[src/rtl/gcd_controlpath.sv]
// Moore controller for the 16-bit repeated-subtraction GCD datapath.
// Adds a start/busy/done handshake, a subtraction counter and a runaway timeout.
module gcd_controlpath #(
    parameter int CNT_W    = 16,
    parameter int MAX_ITER = 65535
) (
    input  logic             i_clk,
    input  logic             i_rst,
    input  logic             i_start,
    input  logic             i_gt,
    input  logic             i_lt,
    input  logic             i_eq,
    output logic             o_LdA,
    output logic             o_LdB,
    output logic             o_sel1,
    output logic             o_sel2,
    output logic             o_sel_in,
    output logic             o_in_req_a,
    output logic             o_in_req_b,
    output logic             o_busy,
    output logic             o_done,
    output logic             o_error,
    output logic [CNT_W-1:0] o_iter_cnt
);

    typedef enum logic [2:0] {
        S_IDLE,
        S_LOAD_A,
        S_LOAD_B,
        S_CMP,
        S_SUB_A,
        S_SUB_B,
        S_DONE,
        S_ERR
    } state_t;

    localparam logic [CNT_W-1:0] LP_MAX_ITER = CNT_W'(MAX_ITER);

    state_t           r_state;
    state_t           w_nextState;
    logic [CNT_W-1:0] r_iterCnt;

    always_comb begin
        w_nextState = r_state;
        case (r_state)
            S_IDLE:   if (i_start) w_nextState = S_LOAD_A;
            S_LOAD_A: w_nextState = S_LOAD_B;
            S_LOAD_B: w_nextState = S_CMP;
            S_CMP: begin
                // Equality wins over the limit so a run converging on its last allowed step still completes.
                if (i_eq)                         w_nextState = S_DONE;
                else if (r_iterCnt == LP_MAX_ITER) w_nextState = S_ERR;
                else if (i_gt)                    w_nextState = S_SUB_A;
                else if (i_lt)                    w_nextState = S_SUB_B;
                else                              w_nextState = S_ERR;
            end
            S_SUB_A:  w_nextState = S_CMP;
            S_SUB_B:  w_nextState = S_CMP;
            S_DONE:   if (i_start) w_nextState = S_LOAD_A;
            S_ERR:    if (i_start) w_nextState = S_LOAD_A;
            default:  w_nextState = S_IDLE;
        endcase
    end

    // Outputs are registered from the next state, so they always equal a decode of r_state.
    always_ff @(posedge i_clk or posedge i_rst) begin
        if (i_rst) begin
            r_state    <= S_IDLE;
            r_iterCnt  <= '0;
            o_LdA      <= 1'b0;
            o_LdB      <= 1'b0;
            o_sel1     <= 1'b0;
            o_sel2     <= 1'b0;
            o_sel_in   <= 1'b0;
            o_in_req_a <= 1'b0;
            o_in_req_b <= 1'b0;
            o_busy     <= 1'b0;
            o_done     <= 1'b0;
            o_error    <= 1'b0;
        end else begin
            r_state    <= w_nextState;
            o_LdA      <= (w_nextState == S_LOAD_A) || (w_nextState == S_SUB_A);
            o_LdB      <= (w_nextState == S_LOAD_B) || (w_nextState == S_SUB_B);
            o_sel1     <= (w_nextState == S_SUB_B);
            o_sel2     <= (w_nextState == S_SUB_A);
            o_sel_in   <= (w_nextState == S_LOAD_A) || (w_nextState == S_LOAD_B);
            o_in_req_a <= (w_nextState == S_LOAD_A);
            o_in_req_b <= (w_nextState == S_LOAD_B);
            o_busy     <= (w_nextState == S_LOAD_A) || (w_nextState == S_LOAD_B) ||
                          (w_nextState == S_CMP)    || (w_nextState == S_SUB_A)  ||
                          (w_nextState == S_SUB_B);
            o_done     <= (w_nextState == S_DONE);
            o_error    <= (w_nextState == S_ERR);
            if (r_state == S_LOAD_A) begin
                r_iterCnt <= '0;
            end else if (((r_state == S_SUB_A) || (r_state == S_SUB_B)) &&
                         (r_iterCnt != LP_MAX_ITER)) begin
                r_iterCnt <= r_iterCnt + CNT_W'(1);
            end
        end
    end

    assign o_iter_cnt = r_iterCnt;

endmodule

[config.mk]
export PLATFORM = sky130hd
export DESIGN_NAME = gcd_controlpath
export DESIGN_NICKNAME = d
export VERILOG_FILES = /design/src/rtl/gcd_controlpath.sv
export SDC_FILE = /design/constraint.sdc
export NUM_CORES = 1
export LEC_CHECK = 0
export BUFFER_PORTS_ARGS = -buffer_cell sky130_fd_sc_hd__clkbuf_2
export CORE_AREA = 2 2 43 75
export DETAILED_ROUTE_END_ITERATION = 8
export DIE_AREA = 0 0 45 77
export HOLD_SLACK_MARGIN = 0.08
export PLACE_DENSITY = 0.87
export SYNTH_ARGS = -nofsm -noshare
export SYNTH_HDL_FRONTEND = slang
export SYNTH_SLANG_ARGS = --single-unit
[constraint.sdc]
create_clock -name i_clk -period 2.1 [get_ports i_clk]
set_clock_uncertainty 0.05 [all_clocks]
set_input_delay 0.105 -clock i_clk [delete_from_list [all_inputs] [get_ports i_clk]]
set_output_delay 0.105 -clock i_clk [all_outputs]
set_load 0.005 [all_outputs]
==> metrics.md, run 1 <==
| Metric | Value |
|---|---|
| Fmax | 509 MHz |
| Buf+Inv Stages, Crit Path | 0 |
| Crit share post-route | 93.5% |
| Syn Area/Cell | 10.0 sq um |
| H-tree levels | 2 |
| Internal power | 1.14 mW |
| WL final | 3470 um |
| Syn nets | 153 |
| Worst Setup Path Type | register to register |
| Final Setup Violations | 0 |
| Critical R2R Launch | r_state[1] |
| Clock network fraction of total power | 24.4% |
| Clk root buf | clkbuf_8 |
| Min cycle time layout | 1.96 ns |
| Reg-to-reg setup timing slack | 0.14 ns |
| Die Wd | 45 um |
| Core Region | 2860 sq um |
| Max_cap viols | 0 |
| NetSw | 0.628 mW |
| First-pass DRT Iterations | 4 |
| Startpoint types | register |
| Proportion of layout cells with a drive suffix above 1 | 27.6% |
| Antenna cells | 0 |
| Post-Syn Instances | 146 |
| Static Leakage | 0.822 nW |
| WP data arrival | 2.11 ns |
| Synth Flop Type | dfrtp_1 |
| Cell Pwr Density | 1000 nW/um^2 |
| Post-synth ARST share | 100% |
| Reg-to-Reg End | o_iter_cnt[15] |
| Clock sink count | 29 |
| First-pass GRT wire length | 5960 um |
| Initial DRC count | 45 |
| Number of port buffers | 31 |
| Placed cell areas | 1660 sq um |
| Critical-path maximum fanout | 11 |
| Overall power | 1.77 mW |
| Vert. Die Dim | 77 um |
| Post-Syn Area | 1460 sq um |
| Post-synthesis sequential area ratio | 49.6% |
| Post-CTS setup buffer count | 0 |
| Layout area overhead | 20.8% |
| Largest net degree at the start of global routing | 30 |
| DR WL/cell | 16.3 um |
| Num CTS Buffers | 5 |
| Fin cells | 213 |
| Post-DRT Antenna Nets | 0 |
| VDD IR max | 0.000651 V |
| Slew @ Worst Pin | 0.463 ns |
| Cell count of the worst reg-to-reg path | 4 |
| Io pins | 32 |
| Net Sw Frac | 35.5% |
| Via count of the routed design | 1361 |
| Clock transition at the registers of the reported paths | 0.06 ns |
| Nets | 191 |
| Post-route DRC | 0 |
| Yosys warns | 0 |
| Crit-path slowest cell | dfrtp_1 |
| EDFF count, synth | 0 |
| CP required | 2.24 ns |
| Vias in the first global route | 1341 |
| Place WS | -0.0348 ns |
| Crit-path cells | nand2b_1 -> or4_4 -> or4_1 -> a21oi_1 |
| Via density | 6.39 |
| WHS Path Cells | 3 |
| Status | completed |
| Initial antenna violation count | 0 |
| Hold_ws | 0.117 ns |
| Seq cells post-synth | 29 |
| Final HPWL DP | 2540 um |
| Fin Setup TNS | 0 ns |
| GP Congestion | 0.863 |
| Hold Path Sink | o_sel_in |
| Post-layout util | 61.7% |
| Final Max Slew Viols | 0 |
| CTS tree | yes |
| Reg power frac | 43.3% |
| Final hold vios | 0 |
| Headroom to the max-slew limit | 68.9% |
| DIE AREA | 3470 sq um |
| Initial Utilization | 51.1% |
| Post-route cell area | 1770 sq um |
| Global route total overflow | 0 |
| HP Start | i_start |
| Top Family by Delay on Critical Path | simple AND/OR/NAND/NOR gates |
| Worst setup margin | 0.136 ns |
| RSZ-0062 raised after global routing | no |
| Max clock buf depth | 2 |
| Worst-skew pair later-pin latency | 0.28 ns |
| CP max stage delay | 0.48 ns |
| GRT Util Overall | 22.8% |
| Placement row count | 26 |
| Combinational share of power | 32.4% |
| Critical Path Sink Type | register |
| Max reg flops | 16 |
| Count of different cell masters after synthesis | 38 |
| Hold crit path type | primary input to register |
| Cell total after placement | 204 |
-- layout by cell type, fill, tap and decap left out, types with 2 or more instances in the layout --
master	instances
a21o_1	2
o31a_1	2
and3_1	4
o41ai_1	3
nand2b_1	2
mux2i_1	4
o31ai_1	6
clkbuf_8	5
buf_4	7
inv_1	7
or3_1	3
nand4_1	5
and4_1	2
clkbuf_1	3
nor3_1	3
dfrtp_1	29
clkbuf_2	31
nor2_1	6
nand3_1	9
o21ai_1	4
a21oi_1	12
nand2_1	9
nor2b_1	4
or4_1	5
-- logic make-up (layout without fill, tap and decap cells) --
kind of cell | after synthesis | count (layout) | synth area share [%]
adder cells (fa/ha/maj) | 1 | 1 | 0.855
flip-flops | 29 | 29 | 49.6
AND/OR/NAND/NOR | 61 | 61 | 25.3
multiplexers | 4 | 4 | 2.74
AO/OA/AOI/OAI | 36 | 36 | 16.8
buffers and inverters | 15 | 54 | 4.71
-- worst register-to-register path, cell delays in order (launching register included) --
cell and delay [ns]:
dfrtp_1 0.48, nand2b_1 0.27, or4_4 0.49, or4_1 0.42
a21oi_1 0.18
-- how the worst max path moves through the flow --
| stage | startpoint | end | slack [ns] | cells after the start |
|---|---|---|---|---|
| final | r_state[1] | o_iter_cnt[15] | 0.14 | 4 |
| after global routing | r_state[1] | o_iter_cnt[15] | 0.03 | 4 |
| after CTS | o_iter_cnt[1] | o_error | 0.03 | 6 |
| after detailed placement | o_iter_cnt[1] | o_error | -0.03 | 6 |
| after global placement | o_iter_cnt[1] | o_error | 0.13 | 6 |
| after floorplan | o_iter_cnt[0] | o_iter_cnt[3] | 0.14 | 7 |
-- Yosys cell counts, types with 2 or more instances --
library cell / instances / area, sq um
or3_1: 3 / 18.8
or4_1: 5 / 37.5
clkbuf_1: 3 / 11.3
nand4_1: 5 / 31.3
and4_1: 3 / 26.3
nand2_1: 9 / 33.8
a21o_1: 2 / 15.0
nor2_1: 6 / 22.5
nand2b_1: 2 / 12.5
o41ai_1: 3 / 26.3
o31a_1: 2 / 17.5
o31ai_1: 7 / 52.6
nor2b_1: 4 / 25.0
mux2i_1: 4 / 40.0
inv_1: 7 / 26.3
dfrtp_1: 29 / 726
buf_2: 4 / 20.0
o21ai_1: 4 / 20.0
and3_1: 4 / 25.0
a21oi_1: 12 / 60.1
nand3_1: 9 / 45.0
nor3_1: 3 / 15.0
-- area by class of cell --
class	instances	area [sq um]
Sequential cell	29	726
Tap cell	28	35.0
Multi-Input combinational cell	102	682
Inverter	7	26.3
Fill cell	235	1100
Clock buffer	8	80.1
Timing Repair Buffer	39	218
-- power groups by stage --
stage	registers [mW]	logic [mW]	clock network [mW]
global route	0.782	0.647	0.461
detailed placement	0.769	0.551	0
finish	0.766	0.573	0.431
global placement	0.764	0.531	0
CTS	0.766	0.557	0.437
floorplan	0.746	0.398	0
-- routing by layer --
| layer | track usage (%) | wire, um |
|---|---|---|
| met1 | 25.0 | 1260 |
| met2 | 38.0 | 1900 |
| met3 | 4.47 | 176 |
| met4 | 13.8 | 132 |
| met5 | 0 | 0 |
-- timing repair --
action | in CTS | in global routing
hold buffers | 1 | 0
gates resized for setup | 1 | 3
endpoints found under the setup margin | 2 | 2
hold endpoints to repair | 29 | 0
pin swaps | 1 | 1
(Power assumes the default switching activity.)
==> run 2, diff against run 1 <==
--- a/config.mk
+++ b/config.mk
@@ -6,11 +6,11 @@
 export NUM_CORES = 1
 export LEC_CHECK = 0
 export BUFFER_PORTS_ARGS = -buffer_cell sky130_fd_sc_hd__clkbuf_2
-export CORE_AREA = 2 2 43 75
+export CORE_AREA = 2 2 45 79
 export DETAILED_ROUTE_END_ITERATION = 8
-export DIE_AREA = 0 0 45 77
+export DIE_AREA = 0 0 47 81
 export HOLD_SLACK_MARGIN = 0.08
-export PLACE_DENSITY = 0.87
+export PLACE_DENSITY = 0.83
 export SYNTH_ARGS = -nofsm -noshare
 export SYNTH_HDL_FRONTEND = slang
 export SYNTH_SLANG_ARGS = --single-unit
==> constraint.sdc (replaced) <==
create_clock -name i_clk -period 1.8 [get_ports i_clk]
set_clock_uncertainty 0.05 [all_clocks]
set_input_delay 0.09 -clock i_clk [delete_from_list [all_inputs] [get_ports i_clk]]
set_output_delay 0.09 -clock i_clk [all_outputs]
set_load 0.005 [all_outputs]
==> run 2 against run 1 <==
The run now ends with negative setup slack left. Die area is 9.9% higher. Worst setup slack lost 0.17 ns. Via count is 8.5% higher. First-iteration DRC count fell by 20%. Routed wire length rose by 16%. Sequential cell count unchanged. Critical path type unchanged. Largest cell class is now multi-input combinational cells.
==> metrics.md, run 2 (synthesized netlist as in run 1, its figures left out) <==
| Metric | Value |
|---|---|
| Final hold vios | 0 (unchanged) |
| Cell count of the worst reg-to-reg path | 4 (unchanged) |
| Number of port buffers | 31 (unchanged) |
| Worst setup margin | -0.0333 ns (-0.170 ns) |
| Largest net degree at the start of global routing | 30 (unchanged) |
| Cell total after placement | 252 (+24%) |
| Top Layer Used | met4 |
| Fmax | 545 MHz (+7.1%) |
| Antenna cells | 0 (unchanged) |
| Vert. Die Dim | 81 um (+5.2%) |
| Placement row count | 28 (+7.7%) |
| RSZ-0062 raised after global routing | yes |
| Hold Path Sink | o_sel_in |
| Crit-path cells | nand3_2 -> or4_4 -> or4_4 -> a21oi_2 |
| Vias in the first global route | 1534 (+14%) |
| Worst-skew pair later-pin latency | 0.29 ns (about the same) |
| Hold_ws | 0.101 ns (-0.0159 ns) |
| H-tree levels | 2 (unchanged) |
| GP Congestion | 0.852 (-1.3%) |
| Headroom to the max-slew limit | 69.2% (+0.32 points) |
| DR WL/cell | 15.4 um (-5.8%) |
| Crit share post-route | 102% (+8.3 points) |
| Initial DRC count | 36 (-20%) |
| Status | finished with violations |
| Final Setup Violations | 2 (+2) |
| Crit-path slowest cell | or4_4 |
| Clock sink count | 29 (unchanged) |
| DIE AREA | 3810 sq um (+9.9%) |
| Hold crit path type | primary input to register |
| Static Leakage | 1.02 nW (+24%) |
| Clk root buf | clkbuf_8 |
| Met2 WL | 2280 um (+20%) |
| Most common cell after layout, fill and taps aside | buf_4 |
| Via count of the routed design | 1477 (+8.5%) |
| Initial antenna violation count | 0 (unchanged) |
| Most frequent cells in the layout | buf_4, clkbuf_2, dfrtp_1, a21oi_1 |
| Fin cells | 262 (+23%) |
| Combinational share of power | 35.2% (+2.8 points) |
| Worst Setup Path Type | register to register |
| WP data arrival | 1.99 ns (-0.12 ns) |
| Buf+Inv Stages, Crit Path | 0 (unchanged) |
| WHS Path Cells | 3 (unchanged) |
| HP Start | i_start |
| Placed cell areas | 1930 sq um (+16%) |
| Slew @ Worst Pin | 0.462 ns (-0.00176 ns) |
| Global route total overflow | 0 (unchanged) |
| Cell Pwr Density | 1150 nW/um^2 (+15%) |
| WL met3 | 155 um (-12%) |
| WL final | 4020 um (+16%) |
| Top Family by Delay on Critical Path | simple AND/OR/NAND/NOR gates |
| Die Wd | 47 um (+4.4%) |
| First-pass GRT wire length | 6640 um (+11%) |
| Reg power frac | 36.4% (-6.9 points) |
| Net Sw Frac | 32.9% (-2.5 points) |
| Proportion of layout cells with a drive suffix above 1 | 45.6% (+18 points) |
| Critical-path maximum fanout | 5 (-6) |
| Max clock buf depth | 2 (unchanged) |
| Failing checks | negative setup slack |
| Most frequent CP cell | or4_4 |
| Place WS | -0.0436 ns (-0.00875 ns) |
| Startpoint types | register |
| Clock transition at the registers of the reported paths | 0.06 ns (about the same) |
| Post-DRT Antenna Nets | 0 (unchanged) |
| CP required | 1.96 ns (-0.28 ns) |
| First-pass DRT Iterations | 4 (unchanged) |
| GRT Util Overall | 24.8% (+2.1 points) |
| Reg-to-Reg End | o_iter_cnt[9] |
| Clock network fraction of total power | 28.4% (+4.0 points) |
| Final Max Slew Viols | 0 (unchanged) |
| Max_cap viols | 0 (unchanged) |
| Critical Path Sink Type | register |
| Layout area overhead | 46.4% |
| Post-Route M1 WL | 1380 um (+9.4%) |
| Critical R2R Launch | o_iter_cnt[4] |
| Min cycle time layout | 1.83 ns (-0.130 ns) |
| Post-route DRC | 0 (unchanged) |
| Initial Utilization | 45.4% (-5.7 points) |
| Io pins | 32 (unchanged) |
| CP max stage delay | 0.59 ns (+0.11 ns) |
| NetSw | 0.811 mW (+29%) |
| CP Launch Point | o_iter_cnt[4] |
| Num CTS Buffers | 5 (unchanged) |
| Number of fill cells | 275 (+17%) |
| VDD IR max | 0.000857 V (+32%) |
| Post-route cell area | 2140 sq um (+21%) |
| Nets | 223 (+17%) |
| Final HPWL DP | 2890 um (+14%) |
| Reg-to-reg setup timing slack | -0.03 ns (-0.17 ns) |
| Internal power | 1.65 mW (+44%) |
| Via density | 5.64 (-12%) |
| Max reg flops | 16 (unchanged) |
| Core Region | 3220 sq um (+13%) |
| CTS tree | yes |
-- run 2: cell types whose count changed in the layout (fill, tap and decap cells not counted), moves of 2 or more --
cell | previous run | this run
buf_4 | 7 | 37
a21oi_1 | 12 | 10
a21oi_2 | 0 | 2
buf_6 | 0 | 2
clkbuf_1 | 3 | 1
dfrtp_1 | 29 | 27
dfrtp_2 | 0 | 2
o31ai_1 | 6 | 4
o31ai_2 | 1 | 3
or4_1 | 5 | 3
or4_4 | 1 | 3
-- run 2: layout make-up --
cell class / count / area [sq um] / area share (%)
Tap cell: 45 / 56.3 / 2.63
Inverter: 7 / 26.3 / 1.23
Multi-Input combinational cell: 102 / 749 / 35.0
Sequential cell: 29 / 728 / 34.0
Clock inverter: 1 / 30.0 / 1.40
Clock buffer: 7 / 86.3 / 4.03
Timing Repair Buffer: 71 / 465 / 21.7
-- run 2: worst max-delay path by stage --
stage                     to  cells after the start  slack [ns]
2_1_floorplan  o_iter_cnt[3]                      7       0.004
3_3_place_gp   o_iter_cnt[9]                      6     -0.0003
3_5_place_dp   o_iter_cnt[7]                      6       -0.04
4_1_cts        o_iter_cnt[9]                      4      -0.007
5_1_grt        o_iter_cnt[9]                      4       -0.08
6_report       o_iter_cnt[9]                      4       -0.03
-- run 2: power by group through the flow --
stage,combinational [mW],sequential [mW],clock (mW)
after detailed placement,0.830,0.883,0
after global placement,0.805,0.882,0
after global routing,0.974,0.916,0.735
after CTS,0.846,0.887,0.711
after floorplan,0.490,0.872,0
final,0.867,0.895,0.699
-- run 2: worst min-delay path, stage by stage --
cell and delay [ns]:
clkbuf_2 0.12, nor2_1 0.12, o31ai_1 0.07
-- run 2: metal layers --
metal | GRT usage, % | vias to the layer above
met5 | 0 | -
met4 | 16.4 | 0
met3 | 5.33 | 17
met2 | 43.2 | 42
met1 | 24.7 | 727
li1 | - | 691
-- run 2: timing repair --
| action | in CTS | in global routing |
|---|---|---|
| setup buffers | 1 | 0 |
| hold buffers | 1 | 0 |
| setup endpoints to repair | 9 | 17 |
| pin swaps | 1 | 3 |
| gates resized for setup | 8 | 11 |
| hold endpoints to repair | 29 | 0 |
-- run 2: per-stage QoR --
step	power [mW]	TNS [ns]	util (%)
after floorplan	1.36	0	-
after global placement	1.69	-0.000267	59.9
after detailed placement	1.71	-0.135	59.9
after CTS	2.44	-0.0183	64.9
after global routing	2.62	-0.276	66.5
final	2.46	-0.0539	66.5
==> run 3, diff against run 2 <==
--- a/config.mk
+++ b/config.mk
@@ -6,11 +6,12 @@
 export NUM_CORES = 1
 export LEC_CHECK = 0
 export BUFFER_PORTS_ARGS = -buffer_cell sky130_fd_sc_hd__clkbuf_2
-export CORE_AREA = 2 2 45 79
+export CORE_AREA = 2 2 44 77
+export CTS_BUF_LIST = sky130_fd_sc_hd__clkbuf_8
 export DETAILED_ROUTE_END_ITERATION = 8
-export DIE_AREA = 0 0 47 81
+export DIE_AREA = 0 0 46 79
 export HOLD_SLACK_MARGIN = 0.08
-export PLACE_DENSITY = 0.83
+export PLACE_DENSITY = 0.86
 export SYNTH_ARGS = -nofsm -noshare
 export SYNTH_HDL_FRONTEND = slang
 export SYNTH_SLANG_ARGS = --single-unit
==> run 3 against run 2 <==
The run still ends with negative setup slack left. Largest cell class unchanged. Cell count shrank 5.7%. Sequential power shrank 2%. Highest routed layer unchanged. Die area is 4.5% lower. Critical endpoint is now o_iter_cnt[15].
==> metrics.md, run 3 (synthesized netlist as in run 1, its figures left out) <==
| Metric | Value |
|---|---|
| First-pass GRT wire length | 6650 um (+0.21%) |
| Static Leakage | 1.03 nW (+1.0%) |
| Worst setup margin | -0.00785 ns (+0.0254 ns) |
| Cell total after placement | 235 (-6.7%) |
| Placement row count | 27 (-3.6%) |
| Cell count of the worst reg-to-reg path | 5 (+1) |
| Critical Path Sink Type | register |
| Reg-to-reg setup timing slack | -0.008 ns (+0.03 ns) |
| Initial antenna violation count | 0 (unchanged) |
| Number of port buffers | 31 (unchanged) |
| H-tree levels | 2 (unchanged) |
| WP data arrival | 1.98 ns (about the same) |
| Buf+Inv Stages, Crit Path | 1 (+1) |
| Hold Path Sink | o_sel_in |
| Top Layer Used | met4 |
| Critical-path maximum fanout | 5 (unchanged) |
| Layout area overhead | 45.7% |
| Multi-input gate area | 746 sq um (-0.50%) |
| Post-DRT Antenna Nets | 0 (unchanged) |
| Clock transition at the registers of the reported paths | 0.06 ns (about the same) |
| Nets | 224 (+0.45%) |
| WL met3 | 176 um (+14%) |
| Antenna cells | 0 (unchanged) |
| Slew @ Worst Pin | 0.491 ns (+0.0290 ns) |
| Final Setup Violations | 1 (-1) |
| Post-route cell area | 2130 sq um (-0.53%) |
| HP Start | i_start |
| Num CTS Buffers | 5 (unchanged) |
| Place WS | -0.0429 ns (+0.000695 ns) |
| Top Family by Delay on Critical Path | simple AND/OR/NAND/NOR gates |
| CTS tree | yes |
| Max clock buf depth | 2 (unchanged) |
| Io pins | 32 (unchanged) |
| Min cycle time layout | 1.81 ns (-0.0254 ns) |
| Crit share post-route | 100% (-1.4 points) |
| Most common cell after layout, fill and taps aside | buf_4 |
| Headroom to the max-slew limit | 67.0% (-2.1 points) |
| Hold_ws | 0.115 ns (+0.0138 ns) |
| GP Congestion | 0.930 (+9.2%) |
| GRT Util Overall | 25.3% (+0.51 points) |
| Number of fill cells | 222 (-19%) |
| Clock sink count | 29 (unchanged) |
| WHS Path Cells | 3 (unchanged) |
| WL final | 4230 um (+5.1%) |
| Post-Route M1 WL | 1530 um (+11%) |
| DR WL/cell | 17.1 um (+11%) |
| Post-layout util | 70.1% (+3.6 points) |
| First-pass DRT Iterations | 5 (+1) |
| Status | finished with violations |
| Proportion of layout cells with a drive suffix above 1 | 45.4% (-0.21 points) |
| Fin Setup TNS | -0.00785 ns (+0.0460 ns) |
| Worst-skew pair later-pin latency | 0.29 ns (about the same) |
| Final hold vios | 0 (unchanged) |
| CP required | 1.97 ns (about the same) |
| Initial DRC count | 39 (+8.3%) |
| Final Max Slew Viols | 0 (unchanged) |
| Met2 WL | 2380 um (+4.6%) |
| Cell Pwr Density | 1140 nW/um^2 (-0.56%) |
| Core Region | 3040 sq um (-5.7%) |
| Reg area | 727 sq um (-0.17%) |
| Clk root buf | clkbuf_8 |
| Fmax | 553 MHz (+1.4%) |
| Overall power | 2.43 mW (-1.1%) |
| CP max stage delay | 0.53 ns (-0.06 ns) |
| Global route total overflow | 0 (unchanged) |
| VDD IR max | 0.000890 V (+3.9%) |
| Post-route DRC | 0 (unchanged) |
| Most frequent cells in the layout | buf_4, clkbuf_2, dfrtp_1, nand2_1, a21oi_1 |
| Final HPWL DP | 3050 um (+5.2%) |
| Initial Utilization | 48.1% (+2.7 points) |
| Startpoint types | register |
| Reg-to-Reg End | o_iter_cnt[15] |
| Crit-path cells | buf_4 -> nand2_1 -> or4_4 -> or4_4 -> a21oi_1 |
| Failing checks | negative setup slack |
| Placed cell areas | 1900 sq um (-1.4%) |
| Most frequent CP cell | or4_4 |
| Vert. Die Dim | 79 um (-2.5%) |
| Worst Setup Path Type | register to register |
| Via density | 6.09 (+8.1%) |
| Hold crit path type | primary input to register |
| Critical R2R Launch | o_iter_cnt[0] |
| Via count of the routed design | 1505 (+1.9%) |
| Fin cells | 247 (-5.7%) |
| Max reg flops | 16 (unchanged) |
| Crit-path slowest cell | or4_4 |
| DIE AREA | 3630 sq um (-4.5%) |
| Largest net degree at the start of global routing | 30 (unchanged) |
| Vias in the first global route | 1546 (+0.78%) |
| RSZ-0062 raised after global routing | yes |
| Max_cap viols | 0 (unchanged) |
| Die Wd | 46 um (-2.1%) |
run 3: cell types whose count changed in the layout (fill, tap and decap cells not counted), sizes merged:
| cell | previous run | this run |
|---|---|---|
| clkinv | 0 | 1 |
| clkbuf | 38 | 39 |
| bufinv | 1 | 0 |
run 3: final cells by class:
type,count,area share [%]
tap,29,1.70
clock inverter,1,0.235
inverter,7,1.23
sequential,29,34.1
clock buffer,7,4.52
multi-input combinational,102,35.0
timing repair buffer,72,23.2
run 3: layer usage:
metal	vias up	GRT usage [%]
met1	739	24.1
li1	695	-
met2	55	46.3
met3	16	5.68
met4	0	13.4
met5	-	0
run 3: what timing repair did:
action,in CTS,in global routing
setup buffers,1,1
hold buffers,1,0
hold endpoints to repair,29,0
gates cloned,0,1
endpoints found under the setup margin,8,12
pin swaps,2,5
resized for setup,3,16
run 3: worst max-delay path by stage:
stage	startpoint	end	depth (start not counted)
final	o_iter_cnt[0]	o_iter_cnt[15]	5
after global routing	o_iter_cnt[0]	o_iter_cnt[14]	5
after CTS	o_iter_cnt[0]	o_iter_cnt[15]	5
after detailed placement	o_iter_cnt[1]	o_iter_cnt[9]	6
after global placement	o_iter_cnt[1]	o_iter_cnt[9]	6
after floorplan	o_iter_cnt[1]	o_iter_cnt[3]	7
run 3: worst min-delay path, stage by stage:
cell and delay (ns):
clkbuf_2 0.13, nand3_1 0.11, o31ai_1 0.07
run 3: report_power, final:
part           total (mW)  internal (mW)  switching, mW
sequential          0.877          0.787         0.0903
clock               0.597          0.345          0.252
combinational       0.960          0.457          0.503
total                2.43           1.59          0.846
